### config.mk
export PLATFORM = sky130hd
export DESIGN_NAME = ctrl_wr_sched
export DESIGN_NICKNAME = d
export VERILOG_FILES = /design/src/rtl/ctrl_wr_sched.sv
export SDC_FILE = /design/constraint.sdc
export NUM_CORES = 1
export LEC_CHECK = 0
export ABC_AREA = 0
export ABC_CLOCK_PERIOD_IN_PS = 5600
export CAP_MARGIN = 20
export CORE_ASPECT_RATIO = 0.9
export CORE_MARGIN = 2
export CORE_UTILIZATION = 55
export DETAILED_ROUTE_END_ITERATION = 10
export GPL_TIMING_DRIVEN = 1
export PLACE_DENSITY = 0.75
export SLEW_MARGIN = 15
export SYNTH_ARGS = -nofsm -noshare
export SYNTH_HDL_FRONTEND = slang
export SYNTH_SLANG_ARGS = --single-unit
### constraint.sdc
create_clock -name CK_t -period 5.6 [get_ports CK_t]
set_clock_uncertainty 0.15 [all_clocks]
set_input_delay 1.12 -clock CK_t [delete_from_list [all_inputs] [get_ports CK_t]]
set_output_delay 1.12 -clock CK_t [all_outputs]
set_load 0.02 [all_outputs]
### src/rtl/ctrl_wr_sched.sv
// Write-data launch scheduler: queues issued WR commands, counts CAS write latency,
// drives the wr_rdy window and enforces tWTR. Define WR_SEAMLESS_EN for preamble-free chaining.
module ctrl_wr_sched #(
  parameter int DEPTH = 4,
  parameter int TWTR  = 4
) (
  input  logic       CK_t,
  input  logic       reset,
  input  logic       wr_cmd_valid,
  input  logic       wr_cmd_bl8,
  input  logic       wr_cmd_pre2,
  input  logic [4:0] cwl,
  output logic       wr_cmd_ready,
  output logic       wr_start,
  output logic       wr_rdy,
  output logic       wr_burst_bl8,
  output logic [1:0] wr_burst_pre,
  output logic       rd_block,
  output logic       drop_err,
  output logic       overlap_err
);
  localparam int AW = (DEPTH > 1) ? $clog2(DEPTH) : 1;
  localparam int NW = AW + 1;
  localparam int CW = $clog2(((TWTR > 4) ? TWTR : 4) + 1);
  localparam int RW = CW + 2;

  typedef enum logic [2:0] {S_IDLE, S_WAIT, S_PRE, S_DATA, S_WTR} state_t;

  state_t        r_state;
  logic [4:0]    r_q_cnt  [DEPTH];
  logic          r_q_bl8  [DEPTH];
  logic          r_q_pre2 [DEPTH];
  logic [AW-1:0] r_rd_ptr;
  logic [AW-1:0] r_wr_ptr;
  logic [NW-1:0] r_count;
  logic [4:0]    r_cwl;
  logic [CW-1:0] r_phase;
  logic          r_head_eval;
  logic          r_head_seam;
  logic          r_wr_cmd_ready;
  logic          r_wr_start;
  logic          r_wr_rdy;
  logic          r_wr_burst_bl8;
  logic [1:0]    r_wr_burst_pre;
  logic          r_rd_block;
  logic          r_drop_err;
  logic          r_overlap_err;

  logic          w_idle;
  logic [4:0]    w_cwl;
  logic [4:0]    w_push_cnt;
  logic          w_head_due;
  logic          w_head_bl8;
  logic          w_head_pre2;
  logic          w_last_data;
  logic          w_launch;
  logic          w_seam;
  logic          w_full;
  logic          w_push;
  logic [NW-1:0] w_count_next;
  logic          w_seam_ok;

  assign w_idle       = (r_state == S_IDLE) && (r_count == '0);
  assign w_cwl        = w_idle ? cwl : r_cwl;
  assign w_push_cnt   = w_cwl - (wr_cmd_pre2 ? 5'd2 : 5'd1) - 5'd1;
  assign w_head_due   = (r_count != '0) && (r_q_cnt[r_rd_ptr] == 5'd0);
  assign w_head_bl8   = r_q_bl8[r_rd_ptr];
  assign w_head_pre2  = r_q_pre2[r_rd_ptr];
  assign w_last_data  = (r_state == S_DATA) && (r_phase == CW'(1));
  assign w_launch     = w_head_due && ((r_state == S_IDLE) || (r_state == S_WAIT) ||
                                       (r_state == S_WTR) || w_last_data);
  assign w_seam       = w_launch && w_last_data && r_head_seam;
  assign w_full       = (r_count == NW'(DEPTH)) && !w_launch;
  assign w_push       = wr_cmd_valid && !w_full;
  assign w_count_next = r_count + NW'(w_push) - NW'(w_launch);

`ifdef WR_SEAMLESS_EN
  logic [RW-1:0] w_rem;
  // Bus cycles left in the active burst, including the current one.
  assign w_rem = (r_state == S_PRE) ?
                 (RW'(r_phase) + (r_wr_burst_bl8 ? RW'(4) : RW'(2))) : RW'(r_phase);
  assign w_seam_ok = (w_rem == (w_head_pre2 ? RW'(3) : RW'(2)));
`else
  assign w_seam_ok = 1'b0;
`endif

  always_ff @(posedge CK_t or posedge reset) begin
    if (reset) begin
      for (int i = 0; i < DEPTH; i++) begin
        r_q_cnt[i]  <= 5'd0;
        r_q_bl8[i]  <= 1'b0;
        r_q_pre2[i] <= 1'b0;
      end
      r_rd_ptr       <= '0;
      r_wr_ptr       <= '0;
      r_count        <= '0;
      r_cwl          <= 5'd0;
      r_head_eval    <= 1'b0;
      r_head_seam    <= 1'b0;
      r_wr_cmd_ready <= 1'b1;
      r_drop_err     <= 1'b0;
      r_overlap_err  <= 1'b0;
    end else begin
      for (int i = 0; i < DEPTH; i++) begin
        if (r_q_cnt[i] != 5'd0) r_q_cnt[i] <= r_q_cnt[i] - 5'd1;
      end
      if (w_push) begin
        r_q_cnt[r_wr_ptr]  <= w_push_cnt;
        r_q_bl8[r_wr_ptr]  <= wr_cmd_bl8;
        r_q_pre2[r_wr_ptr] <= wr_cmd_pre2;
        r_wr_ptr           <= r_wr_ptr + AW'(1);
      end
      if (w_launch) r_rd_ptr <= r_rd_ptr + AW'(1);
      r_count        <= w_count_next;
      r_wr_cmd_ready <= (w_count_next != NW'(DEPTH));
      if (w_idle) r_cwl <= cwl;
      if (wr_cmd_valid && w_full) r_drop_err <= 1'b1;
      // A head due while the bus is busy is judged once: chain seamlessly or record a late launch.
      // Due in the last data cycle is on time and launches at the next edge.
      if (w_launch) begin
        r_head_eval <= 1'b0;
        r_head_seam <= 1'b0;
      end else if (w_head_due && !r_head_eval && ((r_state == S_PRE) || (r_state == S_DATA))) begin
        r_head_eval <= 1'b1;
        if (w_seam_ok) r_head_seam   <= 1'b1;
        else           r_overlap_err <= 1'b1;
      end
    end
  end

  always_ff @(posedge CK_t or posedge reset) begin
    if (reset) begin
      r_state        <= S_IDLE;
      r_phase        <= '0;
      r_wr_start     <= 1'b0;
      r_wr_rdy       <= 1'b0;
      r_wr_burst_bl8 <= 1'b0;
      r_wr_burst_pre <= 2'd0;
      r_rd_block     <= 1'b0;
    end else begin
      r_wr_start <= 1'b0;
      r_wr_rdy   <= 1'b0;
      r_rd_block <= 1'b1;
      if (w_launch) begin
        r_wr_start     <= 1'b1;
        r_wr_rdy       <= 1'b1;
        r_wr_burst_bl8 <= w_head_bl8;
        if (w_seam) begin
          r_state        <= S_DATA;
          r_phase        <= w_head_bl8 ? CW'(4) : CW'(2);
          r_wr_burst_pre <= 2'd0;
        end else begin
          r_state        <= S_PRE;
          r_phase        <= w_head_pre2 ? CW'(2) : CW'(1);
          r_wr_burst_pre <= w_head_pre2 ? 2'd2 : 2'd1;
        end
      end else begin
        case (r_state)
          S_IDLE: begin
            if (w_push) r_state <= S_WAIT;
            else        r_rd_block <= 1'b0;
          end
          S_WAIT: r_state <= S_WAIT;
          S_PRE: begin
            r_wr_rdy <= 1'b1;
            if (r_phase == CW'(1)) begin
              r_state <= S_DATA;
              r_phase <= r_wr_burst_bl8 ? CW'(4) : CW'(2);
            end else begin
              r_phase <= r_phase - CW'(1);
            end
          end
          S_DATA: begin
            if (r_phase == CW'(1)) begin
              if (w_count_next != '0) begin
                r_state <= S_WAIT;
              end else begin
                r_state <= S_WTR;
                r_phase <= CW'(TWTR);
              end
            end else begin
              r_wr_rdy <= 1'b1;
              r_phase  <= r_phase - CW'(1);
            end
          end
          S_WTR: begin
            if (w_push) begin
              r_state <= S_WAIT;
            end else if (r_phase == CW'(1)) begin
              r_state    <= S_IDLE;
              r_rd_block <= 1'b0;
            end else begin
              r_phase <= r_phase - CW'(1);
            end
          end
          default: begin
            r_state    <= S_IDLE;
            r_rd_block <= 1'b0;
          end
        endcase
      end
    end
  end

  assign wr_cmd_ready = r_wr_cmd_ready;
  assign wr_start     = r_wr_start;
  assign wr_rdy       = r_wr_rdy;
  assign wr_burst_bl8 = r_wr_burst_bl8;
  assign wr_burst_pre = r_wr_burst_pre;
  assign rd_block     = r_rd_block;
  assign drop_err     = r_drop_err;
  assign overlap_err  = r_overlap_err;

endmodule

==> impl_metrics.tcl <==
set metrics [dict create \
    tightest_slew_ns 0.7092 \
    drive_gt1_share_pct 16.77 \
    max-vdd-ir-drop_uv 299.7 \
    grt_use_total_pct 20.90 \
    worstPathArrival_ns 5.03 \
    cts_buffers 5 \
    cp_slowest_cell "o21ai_4" \
    diodes 0 \
    grt_overflow 0 \
    synthTopCellsByCount "dfrtp_1 (55), nand2_1 (29), mux2_2 (24), inv_1 (22), o21ai_0 (17)" \
    root_buffer "clkbuf_8" \
    die_y_um 76 \
    crit_type "reg -> reg" \
    start_kind "flop" \
    antenna_found_initial 0 \
    required_ns 5.65 \
    synthDominantCellAreaShare_pct 43.44 \
    fmax_ghz 0.2006 \
    yosysTopAreaCell "dfrtp_1" \
    synth_most_common_cell "dfrtp_1" \
    finalCriticalPeriod_ns 4.984 \
    post_cts_resized 0 \
    insertion_delay_ns 0.32 \
    hold_path.class "reg -> reg" \
    syn_area_um2 3168 \
    netlist_instances 290 \
    synth-async-reset-ratio_pct 100.0 \
    cp_cell_sequence "nor4b_1 > a22oi_1 > nor2_1 > o21ai_4 > clkinv_2 > o21ai_2 > inv_1 > ha_1 > inv_1 > ha_1 > fa_1 > xor2_1 > xnor2_1 > nand2b_1 > a31oi_1 > a211oi_1 > a311o_1" \
    synth_edf_count 0 \
    drc 0 \
    status "complete, no violations" \
    yosys_register_bits 56 \
    numClockSinks 56 \
    synth.area.top_cells "dfrtp_1 (43%), mux2_2 (8.5%), ha_1 (6.3%)" \
    crit_buf_inv 3 \
    initial_core_util_pct 56.29 \
    critical_path.top_delay_family "compound AO/OA/AOI/OAI gates" \
    cts_tree "built" \
    drt-vias-per-instance 5.755 \
    power_density_nw_per_um2 591.6 \
    vias 2187 \
    setup_viol 0 \
    cts_htree_levels 2 \
    p_leak_nw 1.486 \
    synth-warning-count 0 \
    postCtsSetupBuffers 0 \
    holdBufCountCts 0 \
    seq_area_frac_synth_pct 44.27 \
    synthesis.nets 318 \
    place_congestion 0.8614 \
    firstDrtPassIters 4 \
    synthFlopType "dfrtp_1" \
    core-area_um2 5628 \
    finalWirelength_mm 6.083 \
    worstPathMaxFanout 18 \
    finalSetupTns_ns 0 \
    synth_cell_types 58 \
    slew_viol_final 0 \
    cap_violations 0 \
    grt_start_max_net_pins 57 \
    detail-route-antenna-nets 0 \
    dpl.hpwl_mm 4.345 \
    grt_pass1_wl_mm 10.62 \
    dp_slack_ns 0.6576 \
    die_w_um 84 \
    hold_viol_final 0 \
    final_nets 337 \
    maxSlewHeadroom_pct 52.72 \
    die-area_um2 6384 \
    io_buffers 18 \
    area_growth_syn_to_layout_pct 11.06 \
    postSynthAreaPerCell_um2 10.92 \
    clk_pin_slew_worst_paths_ns 0.10 \
    drt-wirelength-per-cell_um 16.01 \
    place_area_um2 3407 \
    cp-end-kind "flop" \
    design_area_um2 3518 \
    finalCritPeriodShare_pct 89.00 \
    rows 26 \
    rsz0062_at_grt "no" \
    clock_tree.buffer_depth 2 \
    max_stage_delay_ns 0.57 \
    grt_pass1_vias 2229 \
    fin_ws_ns 0.6162 \
    io_pins 19 \
    drtIter0Drc 94 \
]
per-stage QoR:
| step | power (W) | util [%] | hold slack, ns | std cells |
|---|---|---|---|---|
| 3_5_place_dp | 0.001815 | 60.54 | 0.3089 | 372 |
| 2_1_floorplan | 0.001561 | - | 0.3032 | 290 |
| 5_1_grt | 0.002262 | 62.52 | 0.3525 | 380 |
| 3_3_place_gp | 0.001786 | 60.54 | 0.2912 | 372 |
| 6_report | 0.002082 | 62.52 | 0.3274 | 380 |
| 4_1_cts | 0.002089 | 62.52 | 0.3318 | 380 |
flip-flops by register name, summed over array words and instances, names as in the netlist:
signal,flops
r_cwl,5
wr_rdy,1
wr_start,1
r_q_cnt,20
wr_cmd_ready,1
r_count,3
r_head_eval,1
wr_burst_pre,2
r_rd_ptr,2
wr_burst_bl8,1
r_state,3
drop_err,1
r_wr_ptr,2
r_phase,3
overlap_err,1
r_q_bl8,4
r_q_pre2,4
rd_block,1
layer usage:
metal / share of wire [%] / GRT usage [%] / up-vias
met2: 45 / 31.92 / 31
li1: - / - / 1061
met1: 51 / 30.71 / 1088
met4: 1.3 / 6.774 / 0
met3: 2.6 / 3.467 / 7
met5: 0 / 0 / -
power by group:
group / switching (W) / internal [W] / leakage [nW]
registers: 0.000176 / 0.000603 / 0.669
logic: 0.000530 / 0.000507 / 0.763
clock network: 0.000133 / 0.000132 / 0.0541
cell type report:
type / count / area (um2)
sequential: 56 / 1403
clock inverter: 3 / 42.54
clock buffer: 5 / 68.82
timing repair buffer: 19 / 187.7
multi-input combinational: 204 / 1642
fill: 457 / 2110
tap: 70 / 87.58
inverter: 23 / 87.58
placed cells by master, fill, tap and decap left out, types with 4 or more instances in the layout:
cell / Yosys / routed
dfrtp_1: 55 / 55
nand2_1: 29 / 29
mux2_2: 24 / 24
inv_1: 22 / 21
clkdlybuf4s50_1: 0 / 18
o21ai_0: 17 / 17
ha_1: 16 / 16
nor2_1: 12 / 12
mux2i_1: 12 / 12
xnor2_1: 10 / 10
nor3_1: 8 / 8
nand2b_1: 8 / 8
a21oi_1: 7 / 7
clkbuf_8: 0 / 5
a21oi_4: 4 / 4
o22ai_1: 4 / 4
worst paths after layout:
check	from	end	slack [ns]	depth (start not counted)
setup reg to reg	r_rd_ptr[0]$_DFFE_PP0P_	r_phase[0]$_DFFE_PP0P_	0.62	17
hold / removal	overlap_err$_DFFE_PP0P_	overlap_err$_DFFE_PP0P_	0.33	1
min in group asynchronous	reset	r_q_cnt[16]$_DFF_PP0_	1.17	3
max in group asynchronous	reset	r_q_bl8[1]$_DFFE_PP0P_	3.67	3
hold reg to reg	overlap_err$_DFFE_PP0P_	overlap_err$_DFFE_PP0P_	0.33	1
setup / recovery	r_rd_ptr[0]$_DFFE_PP0P_	r_phase[0]$_DFFE_PP0P_	0.62	17
cell families after synthesis:
logic type	count (synthesis)	synth area share (%)
buffers and inverters	30	3.910
muxes	41	15.17
AOI/OAI and AO/OA	60	14.65
xor gates and xnor gates	11	3.041
adders and majority gates	18	7.583
and+or+nand+nor	74	11.37
DFF	56	44.27
worst reg2reg max path, stage by stage (launching register included):
cell,delay (ns)
dfrtp_1,0.52
nor4b_1,0.20
a22oi_1,0.19
nor2_1,0.11
o21ai_4,0.57
clkinv_2,0.39
o21ai_2,0.34
inv_1,0.08
ha_1,0.28
inv_1,0.04
ha_1,0.18
fa_1,0.37
xor2_1,0.17
xnor2_1,0.18
nand2b_1,0.19
a31oi_1,0.47
a211oi_1,0.11
a311o_1,0.34
No activity file was read; power rests on OpenSTA's default activity.
